$ cat config.mk
export PLATFORM = sky130hd
export DESIGN_NAME = fifo_uart_drain
export DESIGN_NICKNAME = d
export VERILOG_FILES = /design/src/rtl/fifo_uart_drain.sv
export SDC_FILE = /design/constraint.sdc
export NUM_CORES = 1
export LEC_CHECK = 0
export BUFFER_PORTS_ARGS = -buffer_cell sky130_fd_sc_hd__buf_4
export CAP_MARGIN = 20
export CELL_PAD_IN_SITES_DETAIL_PLACEMENT = 0
export CELL_PAD_IN_SITES_GLOBAL_PLACEMENT = 1
export CORE_MARGIN = 1.5
export CORE_UTILIZATION = 49
export DETAILED_ROUTE_END_ITERATION = 10
export PLACE_DENSITY = 0.9
export SYNTH_ARGS = -nofsm -noshare
export SYNTH_HDL_FRONTEND = slang
export SYNTH_SLANG_ARGS = --single-unit
$ cat constraint.sdc
create_clock -name clk -period 5.3 [get_ports clk]
set_input_delay 1.06 -clock clk [delete_from_list [all_inputs] [get_ports clk]]
set_output_delay 1.06 -clock clk [all_outputs]
set_load 0.05 [all_outputs]
$ cat src/rtl/fifo_uart_drain.sv
// Drains an 8-bit FWFT FIFO onto an async serial line: start bit, 8 data bits LSB first,
// optional even parity, 1 or 2 stop bits, with CTS-style hold-off between frames.
module fifo_uart_drain #(
  parameter int CLKS_PER_BIT = 16,
  parameter int PARITY_EN    = 0,
  parameter int STOP_BITS    = 1
) (
  input  logic        clk,
  input  logic        reset,
  input  logic        ena,
  input  logic        cts_n,
  input  logic [7:0]  fifo_data,
  input  logic        fifo_empty,
  output logic        fifo_rd,
  output logic        tx,
  output logic        busy,
  output logic [15:0] tx_count
);

  typedef enum logic [2:0] {IDLE, START, DATA, PARITY, STOP} state_t;

  localparam logic [15:0] BAUD_LAST = 16'(CLKS_PER_BIT - 1);
  localparam logic [2:0]  STOP_LAST = 3'(STOP_BITS - 1);

  state_t      state_q;
  logic [15:0] baud_q;
  logic [2:0]  bit_q;
  logic [7:0]  shift_q;
  logic        tx_q;
  logic        busy_q;
  logic [15:0] tx_count_q;
  logic [15:0] tx_count_d;
  logic        bit_done;

  function automatic logic even_parity(input logic [7:0] d);
    return ^d;
  endfunction

  assign bit_done   = (baud_q == BAUD_LAST);
  assign tx_count_d = tx_count_q + 16'd1;

  // Pop strobe is combinational so the head word is captured on the same edge it is acked.
  assign fifo_rd  = (state_q == IDLE) & ena & ~cts_n & ~fifo_empty;
  assign tx       = tx_q;
  assign busy     = busy_q;
  assign tx_count = tx_count_q;

  always_ff @(posedge clk or posedge reset) begin
    if (reset) begin
      state_q    <= IDLE;
      baud_q     <= '0;
      bit_q      <= '0;
      shift_q    <= '0;
      tx_q       <= 1'b1;
      busy_q     <= 1'b0;
      tx_count_q <= '0;
    end else begin
      if (state_q != IDLE) begin
        baud_q <= bit_done ? 16'd0 : baud_q + 16'd1;
      end
      case (state_q)
        IDLE: begin
          if (fifo_rd) begin
            shift_q <= fifo_data;
            state_q <= START;
            baud_q  <= '0;
            busy_q  <= 1'b1;
            tx_q    <= 1'b0;
          end
        end
        START: begin
          if (bit_done) begin
            state_q <= DATA;
            bit_q   <= '0;
            tx_q    <= shift_q[0];
          end
        end
        DATA: begin
          if (bit_done) begin
            if (bit_q == 3'd7) begin
              bit_q <= '0;
              if (PARITY_EN != 0) begin
                state_q <= PARITY;
                tx_q    <= even_parity(shift_q);
              end else begin
                state_q <= STOP;
                tx_q    <= 1'b1;
              end
            end else begin
              bit_q <= bit_q + 3'd1;
              tx_q  <= shift_q[bit_q + 3'd1];
            end
          end
        end
        PARITY: begin
          if (bit_done) begin
            state_q <= STOP;
            bit_q   <= '0;
            tx_q    <= 1'b1;
          end
        end
        STOP: begin
          // bit_q counts stop bits here; the line is already high.
          if (bit_done) begin
            if (bit_q == STOP_LAST) begin
              state_q    <= IDLE;
              bit_q      <= '0;
              busy_q     <= 1'b0;
              tx_count_q <= tx_count_d;
            end else begin
              bit_q <= bit_q + 3'd1;
            end
          end
        end
        default: begin
          state_q <= IDLE;
          tx_q    <= 1'b1;
          busy_q  <= 1'b0;
        end
      endcase
    end
  end

endmodule

==> reports/metrics.cfg, run 1 <==
[global_routing]
grt_overflow=0
grt_start_max_net_pins=49
grt_util_all_layers_pct=19.6
grt_pass1_vias=1977
grt_pass1_wl_um=9420
antenna_found_initial=0

[placement]
port_buffers=31
hpwlAfterDp_um=3750
placed_cells=353
gp_congestion=0.768
dpl_cell_area_um2=2970

[sta]
fmax_ghz=0.270
finalClockSkew_ps=8.76
post-route-period-util_pct=70.0
setup_viol=0
fin_crit_ps=3710
hold_viol=0
worst-slew-pin-transition_ps=919
rsz0062_at_grt=no
relSlewSlack_pct=38.4
setup_tns_ps=0
slew_violations=0

[routing]
drc_errors=0
wirelength_um=5590
antenna_left=0
dr.first_iter.drc_count=165
drt-wirelength-per-cell_um=15.4
avgViaCountPerCell=5.73
vias=2075
dr.pass1.iters=4

[clock_tree]
post-cts-setup-buffers=0
cts_inserted_buffers=5
ctsHoldBuffers=0
cts.reportedPaths.clkPinSlew_ps=90
cts_resized=0
cts.sink_count=48
htreeDepth=2
cts_tree=built
cts_buffer_depth=2
clk-insertion-delay-late_ps=310
root_buffer=clkbuf_8

[flow_run]
maxCapViolCount=0

[floorplan]
design.core.area_um2=5440
dieArea_um2=6060
rows=27
die_w_um=77.8
die_y_um=77.8
start_util_pct=50.4
ios=32

[logic_synthesis]
synth_edf_count=0
ys_seq_area_share_pct=43.8
ys_ff_latch=48
yosys.area.top_type_share_pct=42.9
synth_top_area_cell=dfrtp_1
netlist_top_cells_area=dfrtp_1 43%, mux2_2 4.5%, xor2_1 3.8%, nand3_1 3.6%, nor3_2 2.9%
syn_avg_cell_area_um2=10.3
synthFlopType=dfrtp_1
syn_nets=284
async_reset_ff_share_pct=100
yosysWarnings=0
synth_cell_type_count=55
synth_common_cells=47 x dfrtp_1, 20 x nand3_1, 14 x nand2_1
synth_area_um2=2740
yosysMostFrequentCell=dfrtp_1
synthCells=266

[setup_path]
arrival_ps=2650
required_ps=4240
cp_cell_sequence=nor3_2, nand2_1, inv_1, buf_4
r2r_start=state_q[2]
end_kind=output port
path_class=reg -> out
start_kind=flop
reg2reg_depth=3
cp_slowest_cell=nor3_2
crit_start=state_q[2]
cp_max_fo=19
crit-reg2reg-capture=shift_q[1]
regToRegSetupSlack_ps=2800
cpPeakStageDelay_ps=840

[finish]
n_antenna_cell=0
fin_area_um2=3130
area_delta_synth_final_pct=14.1
drive_above_1_share_pct=25.5
nNetsFinal=307
final_cells=362

[power]
switching_share_pct=19.4
leakage_uw=0.00143
p_comb_share_pct=2.3
p_int_uw=563
p_sw_uw=136
max-vdd-ir-drop_v=0.000137
power_frac_seq_pct=52.4
clockPowerShare_pct=45.3
powerDensity_nw_per_um2=223

[min_path]
holdPathStages=1
hp-start=tx_count[15]
hold_class=reg -> reg
hold_end=tx_count[15]

[outcome]
status=completed

==> flip-flops by register name, summed over array words and instances, names as in the netlist <==
register / flops
tx: 1
state_q: 3
tx_count: 16
shift_q: 8
baud_q: 16
busy: 1
bit_q: 3
==> power by group through the flow <==
stage	clock (µW)	sequential, µW	combinational [µW]
2_1_floorplan	0	373	5.97
3_3_place_gp	0	373	14.8
3_5_place_dp	0	373	15.0
4_1_cts	325	366	15.0
5_1_grt	335	366	18.6
6_report	317	366	16.1
==> critical path: cells and delay by family, from the launching register on <==
family,cells,cell delay (ps)
buffers and inverters,2,370
DFF,1,590
and+or+nand+nor,2,1380
==> placed cells by master, fill, tap and decap left out, types with 4 or more instances in the layout <==
| cell type | n |
|---|---|
| a22o_1 | 4 |
| a31oi_1 | 11 |
| and3_1 | 4 |
| and4_1 | 5 |
| buf_4 | 31 |
| clkbuf_8 | 5 |
| dfrtp_1 | 47 |
| ha_1 | 5 |
| inv_1 | 12 |
| mux2_2 | 11 |
| nand2_1 | 14 |
| nand3_1 | 20 |
| nand4_1 | 5 |
| nor2_1 | 10 |
| nor3_1 | 10 |
| nor3_2 | 8 |
| nor4_1 | 5 |
| o21ai_0 | 9 |
| xor2_1 | 12 |
==> final cells by class <==
class | instances | area [µm²]
flip-flops and latches | 48 | 1200
inverters | 13 | 48.8
clock inverters | 3 | 68.8
repair buffers | 32 | 253
clock buffers | 5 | 68.8
well taps | 72 | 90.1
multi-input cells | 189 | 1400
fillers | 473 | 2310
==> metrics by stage <==
step,total power (µW),worst slack (ps),utilization [%],hold slack (ps)
6_report,699,1590,57.6,479
5_1_grt,720,1340,57.6,505
4_1_cts,706,1590,57.2,481
3_5_place_dp,388,1770,54.7,464
3_3_place_gp,388,1750,54.7,460
2_1_floorplan,379,2100,-,474
==> worst max-delay path by stage <==
stage                         end  slack, ps  depth (start not counted)
after floorplan           fifo_rd       2100                          4
after global placement    fifo_rd       1750                          5
after detailed placement  fifo_rd       1770                          5
after CTS                 fifo_rd       1590                          4
after global routing      fifo_rd       1340                          4
final                     fifo_rd       1590                          4
==> cells by family after synthesis <==
family                   share of synthesized area [%]
XOR/XNOR                                          4.79
buffers and inverters                             5.20
AND/OR/NAND/NOR                                   25.1
flip-flops                                        43.8
multiplexers                                      6.89
AO/OA/AOI/OAI                                     11.9
adder cells (fa/ha/maj)                           2.28
==> layer usage <==
layer / vias to the layer above / routed length, µm / GRT usage (%)
li1: 1029 / - / -
met1: 1008 / 2520 / 26.5
met2: 32 / 2840 / 31.7
met3: 6 / 148 / 3.29
met4: 0 / 74 / 7.09
met5: - / 0 / 0
No activity file was read; power rests on OpenSTA's default activity.
==> run 2, diff against run 1 <==
--- a/config.mk
+++ b/config.mk
@@ -10,9 +10,9 @@
 export CELL_PAD_IN_SITES_DETAIL_PLACEMENT = 0
 export CELL_PAD_IN_SITES_GLOBAL_PLACEMENT = 1
 export CORE_MARGIN = 1.5
-export CORE_UTILIZATION = 49
+export CORE_UTILIZATION = 46
 export DETAILED_ROUTE_END_ITERATION = 10
-export PLACE_DENSITY = 0.9
+export PLACE_DENSITY = 0.86
 export SYNTH_ARGS = -nofsm -noshare
 export SYNTH_HDL_FRONTEND = slang
 export SYNTH_SLANG_ARGS = --single-unit
==> constraint.sdc (replaced) <==
create_clock -name clk -period 3.45 [get_ports clk]
set_input_delay 0.69 -clock clk [delete_from_list [all_inputs] [get_ports clk]]
set_output_delay 0.69 -clock clk [all_outputs]
set_load 0.05 [all_outputs]
==> run 2 against run 1 <==
Effect of this change:
- cell count up 0.83%
- setup slack worse by 680 ps
- cell area shrank 0.24%
- sequential share of layout area increased by 0.092 points
- global-route usage down 0.77 points
- hold slack worse by 210 ps
- critical path type unchanged
- largest power group unchanged
- first-iteration DRC count shrank 9.1%
- sequential power up 54%
- combinational power up 57%
- routed wire length up 0.38%
- highest routed layer unchanged
- die area up 6.3%
==> reports/metrics.cfg, run 2 (synthesized netlist as in run 1, its figures left out) <==
[outcome]
status=completed

[sta]
worst-slew-pin-transition_ps=712
fmax_ghz=0.393
hold_viol=0
relSlewSlack_pct=52.2
slew_violations=0
finalClockSkew_ps=6.26
setup_viol=0
post-route-period-util_pct=73.7
rsz0062_at_grt=no
fin_crit_ps=2540
whs_ps=268
setup_tns_ps=0

[setup_path]
reg2reg_depth=5
end_kind=output port
crit_start=state_q[2]
start_kind=flop
path_class=reg -> out
regToRegSetupSlack_ps=1220
crit-reg2reg-capture=baud_q[0]
required_ps=2760
r2r_start=baud_q[0]
crit_path_end=fifo_rd
arrival_ps=1850
cp_max_fo=19

[finish]
final_cells=365
n_fill_cell=497
nNetsFinal=310
final_common_cell=dfrtp_1
fin_util_pct=55.4
n_antenna_cell=0
area_delta_synth_final_pct=13.8
drive_above_1_share_pct=25.9
layout_common_cells=47 x dfrtp_1, 34 x buf_4, 20 x nand3_1, 14 x nand2_1

[power]
leakage_uw=0.00143
power.total_uw=988
powerDensity_nw_per_um2=316
max-vdd-ir-drop_v=0.000238

[routing]
avgViaCountPerCell=5.84
vias=2133
antenna_left=0
drc_errors=0
dr.pass1.iters=4
wirelength_um=5610
dr.first_iter.drc_count=150
drt-wirelength-per-cell_um=15.4

[floorplan]
die_w_um=80.2
rows=27
design.core.area_um2=5640
dieArea_um2=6440
start_util_pct=48.6
ios=32
die_y_um=80.2

[clock_tree]
clk-insertion-delay-late_ps=290
cts_inserted_buffers=5
htreeDepth=2
cts_tree=built
ctsHoldBuffers=0
cts.reportedPaths.clkPinSlew_ps=90
cts_buffer_depth=2
cts_resized=0
cts.sink_count=48
root_buffer=clkbuf_8
post-cts-setup-buffers=0

[placement]
gp_congestion=0.817
port_buffers=31
placed_cells=356
hpwlAfterDp_um=3790

[global_routing]
grtUsageMet1_pct=26.9
grt_pass1_wl_um=9580
grt_util_all_layers_pct=18.9
grt_pass1_vias=2005
use_met2_pct=29.3
grt_util_met3_pct=3.41
busiest_layer=met2
grt_overflow=0
grt_start_max_net_pins=49
antenna_found_initial=0

[min_path]
hold_class=in -> async

[flow_run]
maxCapViolCount=0

-- run 2: cell types whose count changed in the layout (fill, tap and decap cells not counted), sizes merged --
cell / previous run / this run
clkinv: 0 / 1
clkbuf: 5 / 6
buf: 32 / 35
inv: 14 / 13
bufinv: 2 / 1
-- run 2: stage by stage --
step,instance area [µm²],setup WS [ps]
detailed placement,3000,1060
finish,3120,908
global route,3120,764
floorplan,2740,992
global placement,3000,1060
CTS,3100,890
-- run 2: worst min path at each step --
stage                              end  slack (ps)  cells after the start
final                     tx_count[11]         270                      2
after global routing      tx_count[14]         260                      2
after CTS                 tx_count[15]         480                      1
after detailed placement  tx_count[15]         460                      1
after global placement    tx_count[15]         460                      1
after floorplan             shift_q[3]         470                      1
-- run 2: metal layers --
metal  wire length [µm]  vias up
met1               2660     1052
met2               2720       37
met3                194        4
met4                 38        0
met5                  0        -
li1                   -     1040
-- run 2: layout make-up --
cell class | count | area (µm²) | area share (%)
clock inverter | 2 | 35.0 | 1.12
tap | 72 | 90.1 | 2.88
timing repair buffer | 35 | 275 | 8.81
inverter | 13 | 48.8 | 1.56
sequential | 48 | 1200 | 38.5
multi-input combinational | 189 | 1400 | 44.8
clock buffer | 6 | 72.6 | 2.32
-- run 2: worst max-delay path, stage by stage (launching register included) --
cell,delay [ps]
dfrtp_1,580
nor3_2,240
buf_4,230
nand2_1,70
buf_4,180
inv_1,60
buf_4,180
-- run 2: power breakdown --
| group | total [µW] | switching [µW] | internal [µW] |
|---|---|---|---|
| sequential | 562 | 0 | 562 |
| combinational | 25.2 | 13.2 | 11.9 |
| clock | 400 | 185 | 215 |
==> run 3, diff against run 2 <==
--- a/config.mk
+++ b/config.mk
@@ -10,9 +10,9 @@
 export CELL_PAD_IN_SITES_DETAIL_PLACEMENT = 0
 export CELL_PAD_IN_SITES_GLOBAL_PLACEMENT = 1
 export CORE_MARGIN = 1.5
-export CORE_UTILIZATION = 46
+export CORE_UTILIZATION = 41
 export DETAILED_ROUTE_END_ITERATION = 10
-export PLACE_DENSITY = 0.86
+export PLACE_DENSITY = 0.81
 export SYNTH_ARGS = -nofsm -noshare
 export SYNTH_HDL_FRONTEND = slang
 export SYNTH_SLANG_ARGS = --single-unit
==> constraint.sdc (replaced) <==
create_clock -name clk -period 2.33 [get_ports clk]
set_input_delay 0.466 -clock clk [delete_from_list [all_inputs] [get_ports clk]]
set_output_delay 0.466 -clock clk [all_outputs]
set_load 0.05 [all_outputs]
==> run 3 against run 2 <==
Effect of this change:
- power increased by 43%
- via count increased by 0.70%
- die area increased by 12%
- sequential cell count unchanged
- routed wire length increased by 6.1%
- sequential share of layout area decreased by 0.56 points
- critical path depth decreased by 1
- first-iteration DRC count increased by 9.3%
- core utilization decreased by 6.0 points
- largest cell class unchanged
- clock power increased by 34%
- critical path type is now reg -> reg
- register-to-register slack got worse by 920 ps
- cell area increased by 1.5%
==> reports/metrics.cfg, run 3 (synthesized netlist as in run 1, its figures left out) <==
[finish]
fin_area_um2=3170
final_common_cell=dfrtp_1
n_fill_cell=609
multi_input_area_um2=1400
n_antenna_cell=0
drive_above_1_share_pct=28.0
area_delta_synth_final_pct=15.5
seqCellArea_um2=1200
layout_common_cells=47 x dfrtp_1, 41 x buf_4, 20 x nand3_1, 14 x nand2_1
nNetsFinal=317
fin_util_pct=49.3

[setup_path]
end_kind=flop
cp_cell_sequence=ha_1, and3_4, and4_2, nor2_1, mux2_2
required_ps=2530
cp_max_fo=19
cpPeakStageDelay_ps=500
arrival_ps=2220
reg2reg_depth=5
critPathBufInv=0
cp_slowest_cell=and4_2
path_class=reg -> reg
start_kind=flop
cp_top_family=simple AND/OR/NAND/NOR gates
crit-reg2reg-capture=baud_q[0]
r2r_start=baud_q[0]
regToRegSetupSlack_ps=300

[routing]
vias=2148
dr.first_iter.drc_count=164
antenna_left=0
dr.pass1.iters=4
drt-wirelength-per-cell_um=15.8
avgViaCountPerCell=5.70
wirelength_um=5950
drc_errors=0

[power]
powerDensity_nw_per_um2=444
max-vdd-ir-drop_v=0.000299
leakage_uw=0.00145

[clock_tree]
root_buffer=clkbuf_8
ctsHoldBuffers=0
cts.reportedPaths.clkPinSlew_ps=90
post-cts-setup-buffers=0
cts_resized=0
cts_inserted_buffers=5
cts_tree=built
cts.sink_count=48
htreeDepth=2
cts_buffer_depth=2
clk-insertion-delay-late_ps=310

[sta]
post-route-period-util_pct=87.0
setup_viol=0
setup_tns_ps=0
fmax_ghz=0.493
relSlewSlack_pct=62.4
rsz0062_at_grt=no
finalClockSkew_ps=5.36
fin_crit_ps=2030
worst-slew-pin-transition_ps=563
slew_violations=0
hold_viol=0

[global_routing]
antenna_found_initial=0
grt_util_all_layers_pct=17.9
grt_start_max_net_pins=26
grt_pass1_wl_um=10300
grt_pass1_vias=2164
grt_overflow=0

[outcome]
status=completed

[floorplan]
ios=32
start_util_pct=42.7
die_y_um=84.8
die_w_um=84.8
rows=29
design.core.area_um2=6420
dieArea_um2=7190

[min_path]
hold_class=in -> async

[placement]
dpl_cell_area_um2=3070
port_buffers=31
hpwlAfterDp_um=4190
gp_congestion=0.841

[flow_run]
maxCapViolCount=0

-- run 3: cell type report --
class	instances	share of cell area [%]
multi-input cells	189	44.2
flip-flops and latches	48	37.9
repair buffers	42	10.3
well taps	77	3.04
clock buffers	7	2.72
inverters	13	1.54
clock inverters	1	0.237
-- run 3: stage by stage --
step,instances,hold slack (ps),power (µW),setup WS (ps)
after global routing,377,255,1450,87.6
after detailed placement,369,466,889,144
after global placement,369,459,888,174
after CTS,377,228,1420,105
after floorplan,266,474,862,320
final,377,208,1410,303
-- run 3: worst max path at each step --
stage	from	to	cells past startpoint	slack (ps)
finish	baud_q[0]	baud_q[0]	5	300
global route	bit_q[1]	tx_count[15]	6	90
CTS	baud_q[0]	baud_q[0]	5	100
detailed placement	baud_q[0]	baud_q[0]	5	140
global placement	baud_q[0]	baud_q[0]	5	170
floorplan	cts_n	fifo_rd	4	320
-- run 3: layer usage --
layer  track usage [%]  share of wire [%]  vias up  routed length, µm
met5                 0                  0        -                  0
met4              6.71                1.5        0                 91
met3              3.44                2.8        8                167
met2              28.7                 47       33               2800
met1              24.2                 49     1053               2890
li1                  -                  -     1054                  -
-- run 3: power by group --
part / switching (µW) / internal (µW) / total, µW
clock: 296 / 242 / 538
sequential: 0 / 832 / 832
combinational: 20.3 / 17.5 / 37.8
total: 316 / 1090 / 1410
